### src/rtl/seq_det_pkg.sv
// Shared state encodings and the target pattern for the time-shared "1011" detector.
package seq_det_pkg;

  typedef enum logic [1:0] {
    IDLE   = 2'd0,
    SHIFT  = 2'd1,
    DRAIN  = 2'd2,
    REPORT = 2'd3
  } sched_state_e;

  typedef enum logic [2:0] {
    S0 = 3'd0,
    S1 = 3'd1,
    S2 = 3'd2,
    S3 = 3'd3,
    S4 = 3'd4
  } det_state_e;

  localparam logic [3:0] PATTERN = 4'b1011;

endpackage

### src/rtl/seq_moore_core.sv
// Moore detector for the serial pattern 1011 with overlap; clear wins over the data input.
module seq_moore_core
  import seq_det_pkg::*;
(
  input  logic clock,
  input  logic reset,
  input  logic clear,
  input  logic sequence_in,
  output logic detector_out
);

  det_state_e r_state;
  det_state_e w_state_next;

  // State register with synchronous reset and synchronous clear
  always_ff @(posedge clock) begin
    if (!reset) begin
      r_state <= S0;
    end else if (clear) begin
      r_state <= S0;
    end else begin
      r_state <= w_state_next;
    end
  end

  // Transition function; S4 re-enters the pattern on overlap
  always_comb begin
    w_state_next = S0;
    case (r_state)
      S0:      w_state_next = (sequence_in == PATTERN[3]) ? S1 : S0;
      S1:      w_state_next = (sequence_in == PATTERN[2]) ? S2 : S1;
      S2:      w_state_next = (sequence_in == PATTERN[1]) ? S3 : S0;
      S3:      w_state_next = (sequence_in == PATTERN[0]) ? S4 : S2;
      S4:      w_state_next = sequence_in ? S1 : S2;
      default: w_state_next = S0;
    endcase
  end

  assign detector_out = (r_state == S4);

endmodule

### src/rtl/seq_detect_scheduler.sv
// Round-robin front end that feeds one requester word at a time, MSB first, through the
// shared 1011 detector and reports the match count tagged with the requester id.
module seq_detect_scheduler
  import seq_det_pkg::*;
#(
  parameter int NUM_REQ = 2,
  parameter int DATA_W  = 8,
  parameter int ID_W    = $clog2(NUM_REQ),
  parameter int CNT_W   = $clog2(DATA_W + 1)
) (
  input  logic                      clock,
  input  logic                      reset,
  input  logic [NUM_REQ-1:0]        req,
  input  logic [NUM_REQ*DATA_W-1:0] data_in,
  output logic [NUM_REQ-1:0]        grant,
  output logic                      busy,
  output logic                      sequence_out,
  output logic                      detector_out,
  output logic                      done,
  output logic [ID_W-1:0]           done_id,
  output logic [CNT_W-1:0]          match_count
);

  localparam logic [CNT_W-1:0] LAST_BIT = CNT_W'(DATA_W - 1);
  localparam logic [ID_W:0]    REQ_N    = (ID_W + 1)'(NUM_REQ);

  sched_state_e        r_state;
  sched_state_e        w_state_next;
  logic [DATA_W-1:0]   r_shreg;
  logic [ID_W-1:0]     r_id;
  logic [ID_W-1:0]     r_last_id;
  logic [CNT_W-1:0]    r_bit_idx;
  logic [CNT_W-1:0]    r_count;
  logic [CNT_W-1:0]    r_match_count;
  logic [ID_W-1:0]     r_done_id;
  logic [NUM_REQ-1:0]  r_grant;

  logic [DATA_W-1:0]   w_words [NUM_REQ];
  logic [ID_W:0]       w_cand;
  logic [ID_W-1:0]     w_winner;
  logic                w_any_req;
  logic                w_start;
  logic [NUM_REQ-1:0]  w_grant_vec;
  logic                w_det_out;

  // Unpack the flat request bus into per-requester words
  always_comb begin
    for (int i = 0; i < NUM_REQ; i++) begin
      w_words[i] = data_in[i*DATA_W +: DATA_W];
    end
  end

  // Round-robin search starting just after the last granted requester
  always_comb begin
    w_any_req = 1'b0;
    w_winner  = {ID_W{1'b0}};
    w_cand    = {(ID_W + 1){1'b0}};
    for (int off = 0; off < NUM_REQ; off++) begin
      w_cand    = {1'b0, r_last_id} + (ID_W + 1)'(off + 1);
      w_cand    = (w_cand >= REQ_N) ? (w_cand - REQ_N) : w_cand;
      w_winner  = (!w_any_req && req[w_cand[ID_W-1:0]]) ? w_cand[ID_W-1:0] : w_winner;
      w_any_req = w_any_req | req[w_cand[ID_W-1:0]];
    end
  end

  assign w_grant_vec = {{(NUM_REQ - 1){1'b0}}, 1'b1} << w_winner;

  // Scheduler state register
  always_ff @(posedge clock) begin
    if (!reset) begin
      r_state <= IDLE;
    end else begin
      r_state <= w_state_next;
    end
  end

  // Scheduler next-state logic; a job starts only from IDLE
  always_comb begin
    w_state_next = r_state;
    w_start      = 1'b0;
    case (r_state)
      IDLE: begin
        if (w_any_req) begin
          w_state_next = SHIFT;
          w_start      = 1'b1;
        end else begin
          w_state_next = IDLE;
        end
      end
      SHIFT: begin
        if (r_bit_idx == LAST_BIT) begin
          w_state_next = DRAIN;
        end else begin
          w_state_next = SHIFT;
        end
      end
      DRAIN:   w_state_next = REPORT;
      REPORT:  w_state_next = IDLE;
      default: w_state_next = IDLE;
    endcase
  end

  // Job datapath: capture, shift, count, and publish the result in DRAIN
  always_ff @(posedge clock) begin
    if (!reset) begin
      r_shreg       <= {DATA_W{1'b0}};
      r_id          <= {ID_W{1'b0}};
      r_last_id     <= ID_W'(NUM_REQ - 1);
      r_bit_idx     <= {CNT_W{1'b0}};
      r_count       <= {CNT_W{1'b0}};
      r_match_count <= {CNT_W{1'b0}};
      r_done_id     <= {ID_W{1'b0}};
      r_grant       <= {NUM_REQ{1'b0}};
    end else begin
      r_grant <= w_start ? w_grant_vec : {NUM_REQ{1'b0}};
      case (r_state)
        IDLE: begin
          if (w_start) begin
            r_shreg   <= w_words[w_winner];
            r_id      <= w_winner;
            r_last_id <= w_winner;
            r_bit_idx <= {CNT_W{1'b0}};
            r_count   <= {CNT_W{1'b0}};
          end
        end
        SHIFT: begin
          r_shreg   <= {r_shreg[DATA_W-2:0], 1'b0};
          r_bit_idx <= r_bit_idx + CNT_W'(1);
          if (w_det_out) begin
            r_count <= r_count + CNT_W'(1);
          end
        end
        DRAIN: begin
          // The last bit's Moore output only becomes visible here
          r_match_count <= r_count + CNT_W'(w_det_out);
          r_done_id     <= r_id;
        end
        default: begin
          r_count <= r_count;
        end
      endcase
    end
  end

  seq_moore_core u_core (
    .clock        (clock),
    .reset        (reset),
    .clear        (w_start),
    .sequence_in  (sequence_out),
    .detector_out (w_det_out)
  );

  assign sequence_out = (r_state == SHIFT) & r_shreg[DATA_W-1];
  assign detector_out = w_det_out;
  assign busy         = (r_state != IDLE);
  assign done         = (r_state == REPORT);
  assign grant        = r_grant;
  assign done_id      = r_done_id;
  assign match_count  = r_match_count;

endmodule
### config.mk
export PLATFORM = sky130hd
export DESIGN_NAME = seq_detect_scheduler
export DESIGN_NICKNAME = d
export VERILOG_FILES = /design/src/rtl/seq_det_pkg.sv /design/src/rtl/seq_moore_core.sv /design/src/rtl/seq_detect_scheduler.sv
export SDC_FILE = /design/constraint.sdc
export NUM_CORES = 1
export LEC_CHECK = 0
export BUFFER_PORTS_ARGS = -buffer_cell sky130_fd_sc_hd__buf_2
export CORE_MARGIN = 1.5
export CORE_UTILIZATION = 57
export DETAILED_ROUTE_END_ITERATION = 10
export GPL_ROUTABILITY_DRIVEN = 1
export MAX_ROUTING_LAYER = met4
export PLACE_DENSITY_LB_ADDON = 0.15
export SLEW_MARGIN = 10
export SYNTH_ARGS = -nofsm -noshare
export SYNTH_HDL_FRONTEND = slang
export SYNTH_SLANG_ARGS = --single-unit
### constraint.sdc
create_clock -name clock -period 3.9 [get_ports clock]
set_input_delay 0.195 -clock clock [delete_from_list [all_inputs] [get_ports clock]]
set_output_delay 0.195 -clock clock [all_outputs]
set_load 0.02 [all_outputs]
==> results of run 1 <==
-- final timing paths --
path | to
worst max register to register | match_count[2]$_SDFFE_PN0P_
worst max-delay path | match_count[2]$_SDFFE_PN0P_
worst min-delay path | r_last_id$_SDFFE_PN1P_
worst min register to register | done_id$_SDFFE_PN0P_
-- cell type report --
class | count | area, sq um | share of cell area [%]
clock buffer | 6 | 51.3 | 3.11
tap | 28 | 35.0 | 2.12
sequential | 30 | 601 | 36.4
inverter | 6 | 22.5 | 1.37
clock inverter | 2 | 12.5 | 0.759
multi-input combinational | 117 | 769 | 46.7
timing repair buffer | 31 | 158 | 9.56
-- Yosys cell counts, drive strengths merged --
cell type  count
buf            3
o22ai          1
maj3           1
nand2          3
o221ai         2
o211ai         7
a211oi         2
nand3b         2
or4b           1
and2           1
xnor2          1
xor2           1
or3b           1
a21oi         10
nor2b          9
and2b          1
ha             4
nand3          7
dfxtp         30
o41ai          7
or2            1
o21ai          6
o31a           1
nor2          11
a21bo          1
or4            4
mux2i          4
o31ai          4
o21a           2
or3            2
clkbuf         8
a21boi         1
inv            6
nand2b         1
nor3          18
-- kinds of logic (layout without fill, tap and decap cells) --
kind of cell | Yosys count | after routing
xor gates and xnor gates | 2 | 2
buffers and inverters | 17 | 45
adders and majority gates | 5 | 5
DFF | 30 | 30
and+or+nand+nor | 62 | 62
AOI/OAI and AO/OA | 44 | 44
muxes | 4 | 4
-- per-stage QoR --
step,setup WS [ns],instances
detailed placement,1.78,212
global placement,1.92,212
finish,2.04,220
global route,1.85,220
CTS,1.75,220
floorplan,2.19,164
-- sequential cells by signal (all words and copies together), names as in the netlist, named ones only --
| signal | cells |
|---|---|
| r_id | 1 |
| done_id | 1 |
| grant | 2 |
| r_shreg | 8 |
| r_last_id | 1 |
| match_count | 4 |
| u_core.r_state | 3 |
| r_state | 1 |
| r_bit_idx | 4 |
| r_count | 4 |
-- critical path: cells and delay by family (launching register included) --
kind                       cells  cell delay [ns]
DFF                            1             0.40
buffers and inverters          1             0.19
xor gates and xnor gates       1             0.08
AOI/OAI and AO/OA              1             0.24
adders and majority gates      2             0.37
and+or+nand+nor                1             0.49
-- layer usage --
layer / vias to the layer above / part of all wire [%] / track usage, %
met5: - / 0 / -
met4: 0 / 1.8 / 15.0
met3: 8 / 5.9 / 6.50
met2: 44 / 46 / 41.7
met1: 631 / 46 / 34.6
li1: 664 / - / -
-- power breakdown --
group	leakage, nW	internal [W]	switching, W
sequential	0.245	0.000321	0.0000116
combinational	0.382	0.0000305	0.0000470
clock	0.0343	0.0000865	0.000113
total	0.662	0.000438	0.000172
==> summary.txt, run 1 <==
Status
  • Outcome: finished clean

Routing
  • Routed len/inst: 15.2 um
  • Via density: 6.12
  • DRT iter0 DRCs: 39
  • Antenna-violating nets left: 0
  • DRT Pass-1 Iters: 4
  • Routed WL: 3340 um
  • DR DRC count: 0
  • Via count: 1,347

Clock network
  • TritonCTS clock tree: yes
  • Clock Tree Root: clkbuf_4
  • Postcts setup bufs: 0
  • Max Root-Sink Buffers: 2
  • H-tree depth: 2
  • Reg clk slew, reported paths: 0.10 ns
  • CTS Sinks: 30
  • Resized Gates After CTS: 0
  • CTS Buf Count: 5
  • Clk_lat worst skew: 0.34 ns
  • Hold buffer count at cts: 0

Timing
  • Worst Tran Pin Value: 0.779 ns
  • Setup violators final: 0
  • Final worst-path cycle share: 47.8%
  • Max Clock Freq: 0.537 GHz
  • RSZ-0062 raised after global routing: false
  • Setup_tns: 0 ns
  • Final setup skew: 0.00728 ns
  • Final hold vios: 0
  • Hold Slack: 0.171 ns
  • Fin crit period: 1.86 ns
  • Max Slew Vio Count: 0
  • Worst slew margin: 47.9%

GRT
  • Number of global-route vias before repair: ~1,300
  • Pin count of the biggest net entering global routing: 21
  • Initial antenna violation count: 0
  • Global-route wire length before repair: roughly 5500 um
  • Total congestion overflow: 0
  • All-Layer GR Usage: between 20% and 30%

Synthesis
  • Synth Area in Compound Gates: 21.5%
  • Synth area leaders: dfxtp_1, nor3_1, o41ai_1
  • Syn_nets: 188
  • Largest family of logic cells by synthesized area: simple AND/OR/NAND/NOR gates
  • Synth top area share: 41.9%
  • Post-Synth Adder-Cell Area: 4.19%
  • Cell taking the most area after synthesis: dfxtp_1
  • Yosys reg bits: 30
  • Distinct cells, synth: 40
  • Simple-gate share of the synthesized area: 23.8%
  • Post-Syn Area: 0.00143 sq mm
  • Xor/xnor cell area share of the yosys netlist: 1.22%
  • Post-synthesis sequential area ratio: 41.9%
  • Post-synthesis mux area share: 2.79%
  • Synth warnings: 0
  • Syn avg cell area: 8.74 sq um
  • Cell count after synthesis: approximately 160

Setup path
  • CP required: 4.16 ns
  • Crit path max-delay cell type: or3b_1
  • Cell mode on critical path: ha_1
  • Setup slack, reg-to-reg: 2.04 ns
  • Kind of critical path: flop to flop
  • Crit path DAT: around 2.1 ns
  • CP Capture Type: flop
  • CP Launch Type: flop
  • Reg2Reg Launch Point: u_core.r_state[2]$_SDFF_PP0_
  • CP Cell Sequence: or3b_1 > inv_1 > ha_1 > ha_1 > xnor2_1 > a211oi_1
  • CP max stage delay: between 0.4 and 0.5 ns
  • Worst r2r path cells: 6
  • Crit path from: u_core.r_state[2]$_SDFF_PP0_
  • CP max FO: 8

Floorplanning
  • Core area: 0.00230 sq mm
  • Io pins: 31
  • Initial Util: 62.4%
  • Die Width: 53.2 um
  • Standard-cell rows: 17
  • Vert. Die Dim: about 53 um
  • Die Footprint: 0.00283 sq mm

Layout
  • Util after Layout: 71.8%
  • Ratio of cells with drive above 1 in the final layout: 24.0%
  • N_diodes: 0
  • Most frequent cells in the layout: dfxtp_1, buf_2, nor3_1
  • Post-route cell area: 0.00165 sq mm
  • Fill cells: 194
  • Fin nets: approximately 220
  • Area added between synthesis and finish: 15.0%

Worst hold path
  • Hold_sp: reset
  • Worst Hold Depth: 2
  • Hold Crit Class: input port to flop

Power
  • VDD IR max: around 0.00027 V
  • P_leak: 0.662 nW
  • Total power: 0.000610 W
  • Power Dens Cells: 370 mW/mm^2

Flow run
  • Max Cap Viol: 0

Place
  • DP Area: 0.00158 sq mm
  • HPWL Detailed: around 2300 um
  • RePlAce Congestion: 0.772
  • Input/output buffers: 30
Power figures use the tool's default switching activity.
==> run 2, diff against run 1 <==
CORE_UTILIZATION = 48   (was 57)
clock period = 1.5 ns   (was 3.9 ns; I/O delays follow)
==> run 2 against run 1 <==
Compared with the run above:
- the run now ends with setup timing left
- global-route usage is 3.2 points lower
- count of clock-buffer cells in the layout is 1 higher
- die area is 18% higher
- highest routed layer unchanged
- largest cell class unchanged
- critical endpoint is now r_count[3]$_SDFFE_PN0P_
- non-clock buffer count is 21 higher
- sequential power grew to 2.6 times the previous value
- hold slack worse by 0.085 ns
- utilization is 4.2 points lower
- largest power group unchanged
- critical path depth is 2 lower
- design area is 15% higher
- power grew to 2.6 times the previous value
==> summary.txt, run 2 (synthesized netlist as in run 1, its figures left out) <==
GRT
  • Total congestion overflow: 0
  • Global-route wire length before repair: 6110 um
  • Number of global-route vias before repair: 1,427
  • Pin count of the biggest net entering global routing: 15
  • Initial antenna violation count: 0
  • All-Layer GR Usage: between 20 and 25%

Routing
  • DRT Pass-1 Iters: 4
  • Routed len/inst: 14.6 um
  • Via count: 1,395
  • DRT iter0 DRCs: 49
  • Routed WL: 3560 um
  • DR DRC count: 0
  • Via density: about 5.7
  • Antenna-violating nets left: 0

Power
  • Psw: 0.000436 W
  • Power Dens Cells: between 800 and 900 mW/mm^2
  • P_leak: 0.783 nW
  • Logic pwr share: roughly 16%
  • Net Sw Frac: 27.1%
  • Seq pwr share: 53.3%
  • Total power: 0.00161 W
  • Pint: 0.00118 W
  • VDD IR max: roughly 0.00089 V
  • Clk pwr share: 31.1%

Layout
  • Max FFs per register: 8
  • Commonest non-fill, non-tap cell in the layout: buf_2
  • Most frequent cells in the layout: buf_2, dfxtp_1, buf_4
  • N_diodes: 0
  • Fin nets: 236
  • Area added between synthesis and finish: 32.3%
  • Largest Register: r_shreg
  • Post-route cell area: 0.00190 sq mm
  • Fill cells: between 200 and 250
  • Ratio of cells with drive above 1 in the final layout: between 30% and 40%

Floorplanning
  • Io pins: 31
  • Standard-cell rows: 19
  • Initial Util: 51.1%
  • Die Footprint: roughly 0.0033 sq mm
  • Die Width: 57.7 um
  • Vert. Die Dim: 57.7 um
  • Core area: 0.00281 sq mm

Status
  • Failing checks: setup timing
  • Outcome: finished, violations left

Clock network
  • CTS Buf Count: 5
  • CTS Sinks: 30
  • TritonCTS clock tree: yes
  • Clk_lat worst skew: approximately 0.33 ns
  • Clock Tree Root: clkbuf_4
  • Max Root-Sink Buffers: 2
  • Reg clk slew, reported paths: 0.09 ns
  • H-tree depth: 2

Place
  • HPWL Detailed: around 2700 um
  • DP Area: 0.00177 sq mm
  • Pre-CTS setup slack: -0.0979 ns
  • RePlAce Congestion: just under 0.8
  • Input/output buffers: 30

Timing
  • Setup violators final: 1
  • Max Clock Freq: 0.653 GHz
  • Final setup margin: -0.0307 ns
  • Final worst-path cycle share: 102%
  • RSZ-0062 raised after global routing: true
  • Final setup skew: 0.0115 ns
  • Worst Tran Pin Value: around 0.36 ns
  • Worst slew margin: 76.1%
  • Final hold vios: 0
  • Fin crit period: 1.53 ns
  • Max Slew Vio Count: 0

Worst hold path
  • Hold Crit Class: input port to flop

Setup path
  • CP Capture Type: flop
  • Crit path DAT: 1.80 ns
  • CP Launch Type: flop
  • CP required: 1.76 ns
  • Kind of critical path: flop to flop
  • CP max FO: 4

Flow run
  • Max Cap Viol: 0
-- run 2: area by class of cell --
type	count	area (sq um)	area share, %
Timing Repair Buffer	52	338	17.8
Clock inverter	1	5.00	0.264
Clock buffer	7	55.1	2.90
Sequential cell	30	606	31.9
Multi-Input combinational cell	117	825	43.5
Inverter	6	30.0	1.58
Tap cell	31	38.8	2.04
-- run 2: worst paths after layout --
check                               startpoint                          end  slack [ns]  cells past startpoint
hold / removal                      data_in[8]      r_shreg[0]$_SDFFE_PN0P_        0.09                      3
setup / recovery  u_core.r_state[1]$_SDFF_PP0_      r_count[3]$_SDFFE_PN0P_       -0.03                      4
setup reg to reg  u_core.r_state[1]$_SDFF_PP0_      r_count[3]$_SDFFE_PN0P_       -0.03                      4
hold reg to reg    match_count[0]$_SDFFE_PN0P_  match_count[0]$_SDFFE_PN0P_        0.50                      2
-- run 2: metal layers --
| metal | up-vias | global-route usage (%) | part of all wire (%) |
|---|---|---|---|
| li1 | 701 | - | - |
| met1 | 659 | 30.4 | 45 |
| met2 | 28 | 38.6 | 50 |
| met3 | 7 | 5.80 | 3.4 |
| met4 | 0 | 9.97 | 1.5 |
| met5 | - | - | 0 |
-- run 2: through the flow --
stage / util (%) / hold WS [ns] / TNS (ns) / instances
after detailed placement: 63.2 / 0.429 / -0.321 / 235
final: 67.6 / 0.0861 / -0.0307 / 244
after CTS: 66.5 / 0.0856 / -0.0273 / 244
after global placement: 63.2 / 0.406 / -0.0944 / 235
after floorplan: - / 0.213 / 0 / 164
after global routing: 67.6 / 0.0892 / -0.165 / 244
-- run 2: repair_timing --
item,4_1_cts,5_1_grt
hold buffers,0,0
setup buffers,1,0
resized for setup,5,6
gates cloned,0,0
pin swaps,1,4
setup endpoints to repair,6,17
-- run 2: critical path, cell delays in order, from the launching register on --
cell	delay, ns
dfxtp_2	0.33
or3b_4	0.45
buf_12	0.15
or4_4	0.41
a21oi_2	0.13
-- run 2: power by group through the flow --
stage	combinational [W]	clock [W]	sequential (W)
after floorplan	0.000135	0	0.000875
after global placement	0.000234	0	0.000875
after detailed placement	0.000241	0	0.000878
after CTS	0.000243	0.000511	0.000859
after global routing	0.000278	0.000538	0.000864
final	0.000251	0.000501	0.000859
==> run 3, diff against run 2 <==
PLACE_DENSITY = 0.74   (was not set)
PLACE_DENSITY_LB_ADDON = not set   (was 0.15)
==> run 3 against run 2 <==
Compared with the run above:
- the flow finishes with violations (DRC, setup timing)
- sequential share of layout area grew 0.19 points
- first-iteration DRC count up 10%
- design area fell by 0.59%
- setup slack better by 0.029 ns
- non-clock buffer count increased by 1
- via count is 4.9% higher
- critical endpoint unchanged
- critical path depth stayed put
- routed wire length is 1.9% higher
==> summary.txt, run 3 (synthesized netlist as in run 1, its figures left out) <==
Timing
  • Final worst-path cycle share: 100%
  • Setup violators final: 2
  • Worst slew margin: 76.2%
  • Max Clock Freq: 0.666 GHz
  • Final setup margin: -0.00157 ns
  • Fin crit period: 1.50 ns
  • Max Slew Vio Count: 0
  • Worst Tran Pin Value: 0.356 ns
  • Final hold vios: 0
  • Final setup skew: 0.00727 ns
  • Hold Slack: 0.0856 ns
  • RSZ-0062 raised after global routing: true

GRT
  • Total congestion overflow: 0
  • All-Layer GR Usage: approximately 25%
  • Global-route wire length before repair: 6040 um
  • Number of global-route vias before repair: 1,369
  • Initial antenna violation count: 0
  • Pin count of the biggest net entering global routing: 15

Routing
  • Routed WL: 3630 um
  • Via density: 5.98
  • DRT iter0 DRCs: between 50 and 60
  • Antenna-violating nets left: 0
  • DR DRC count: 1
  • Via count: 1,464
  • DRT Pass-1 Iters: 7
  • Routed len/inst: around 15 um

Status
  • Outcome: finished, violations left
  • Failing checks: DRC, setup timing

Setup path
  • CP max stage delay: 0.45 ns
  • Kind of critical path: flop to flop
  • Crit path max-delay cell type: or3b_4
  • CP Launch Type: flop
  • CP max FO: 4
  • Crit path DAT: 1.78 ns
  • CP required: 1.78 ns
  • CP Capture Type: flop
  • CP Cell Sequence: or3b_4 > buf_6 > or4_4 > a21oi_2

Floorplanning
  • Die Width: 57.7 um
  • Io pins: 31
  • Initial Util: 51.1%
  • Standard-cell rows: 19
  • Die Footprint: 0.00332 sq mm
  • Vert. Die Dim: 57.7 um
  • Core area: 0.00281 sq mm

Layout
  • Ratio of cells with drive above 1 in the final layout: a little over a third
  • Fin nets: 237
  • Area added between synthesis and finish: 31.5%
  • Most frequent cells in the layout: buf_2, dfxtp_1, buf_4
  • N_diodes: 0
  • Util after Layout: between 60 and 70%
  • Max FFs per register: 8
  • Largest Register: r_shreg
  • Commonest non-fill, non-tap cell in the layout: buf_2

Flow run
  • Max Cap Viol: 0

Clock network
  • CTS Buf Count: 5
  • Clk_lat worst skew: approximately 0.33 ns
  • Reg clk slew, reported paths: about 0.10 ns
  • TritonCTS clock tree: yes
  • CTS Sinks: 30
  • H-tree depth: 2
  • Max Root-Sink Buffers: 2
  • Clock Tree Root: clkbuf_4

Place
  • RePlAce Congestion: roughly 0.78
  • HPWL Detailed: ~2600 um
  • Input/output buffers: 30
  • Pre-CTS setup slack: -0.0956 ns

Power
  • VDD IR max: 0.000684 V
  • P_leak: approximately 0.78 nW
  • Power Dens Cells: 854 mW/mm^2
  • Total power: 0.00161 W

Worst hold path
  • Hold Crit Class: input port to flop
run 3: cell types whose count changed in the layout (fill, tap and decap cells not counted):
cell / change
a211oi_1: +1
a211oi_2: -1
buf_12: -1
buf_4: +1
buf_6: +1
nor2b_1: +1
nor2b_2: -1
o41ai_1: +1
o41ai_2: -1
or3_1: -1
or3_4: +1
run 3: power by group:
| group | switching, W | internal (W) |
|---|---|---|
| sequential | 0.0000238 | 0.000836 |
| clock | 0.000280 | 0.000227 |
| combinational | 0.000137 | 0.000108 |
run 3: final cells by class:
cell class                      count  area, sq um
Inverter                            6         30.0
Sequential cell                    30          606
Clock buffer                        7         55.1
Multi-Input combinational cell    117          815
Fill cell                         227          920
Tap cell                           31         38.8
Timing Repair Buffer               53          337
Clock inverter                      1         5.00
run 3: layer usage:
layer	part of all wire (%)	up-vias	global-route usage, %
met5	0	-	-
met4	1.7	0	10.3
li1	-	710	-
met3	6.2	8	6.70
met2	49	61	38.5
met1	43	685	30.7
run 3: timing repair:
action / 4_1_cts / 5_1_grt
pin swaps: 1 / 3
gates resized for setup: 4 / 6
hold buffers: 0 / 0
setup buffers: 1 / 2
setup endpoints to repair: 12 / 11
run 3: critical path, delay by kind of cell (launching register included):
family / cells / cell delay (ns)
compound gates: 1 / 0.12
buf+inv: 1 / 0.14
flops: 1 / 0.33
simple gates: 2 / 0.86
run 3: through the flow:
stage / std cells / area (sq um) / TNS (ns)
2_1_floorplan: 164 / 1480 / 0
3_3_place_gp: 234 / 1760 / -0.0975
3_5_place_dp: 234 / 1760 / -0.275
4_1_cts: 243 / 1840 / -0.0247
5_1_grt: 245 / 1890 / -0.0889
6_report: 245 / 1890 / -0.00210
run 3: path summary, 6_finish.rpt:
kind	start	endpoint	slack, ns	cells after the start
worst min register to register	done_id$_SDFFE_PN0P_	done_id$_SDFFE_PN0P_	0.50	2
worst max register to register	u_core.r_state[1]$_SDFF_PP0_	r_count[3]$_SDFFE_PN0P_	-0.002	4
worst min-delay path	data_in[8]	r_shreg[0]$_SDFFE_PN0P_	0.09	3
worst max-delay path	u_core.r_state[1]$_SDFF_PP0_	r_count[3]$_SDFFE_PN0P_	-0.002	4
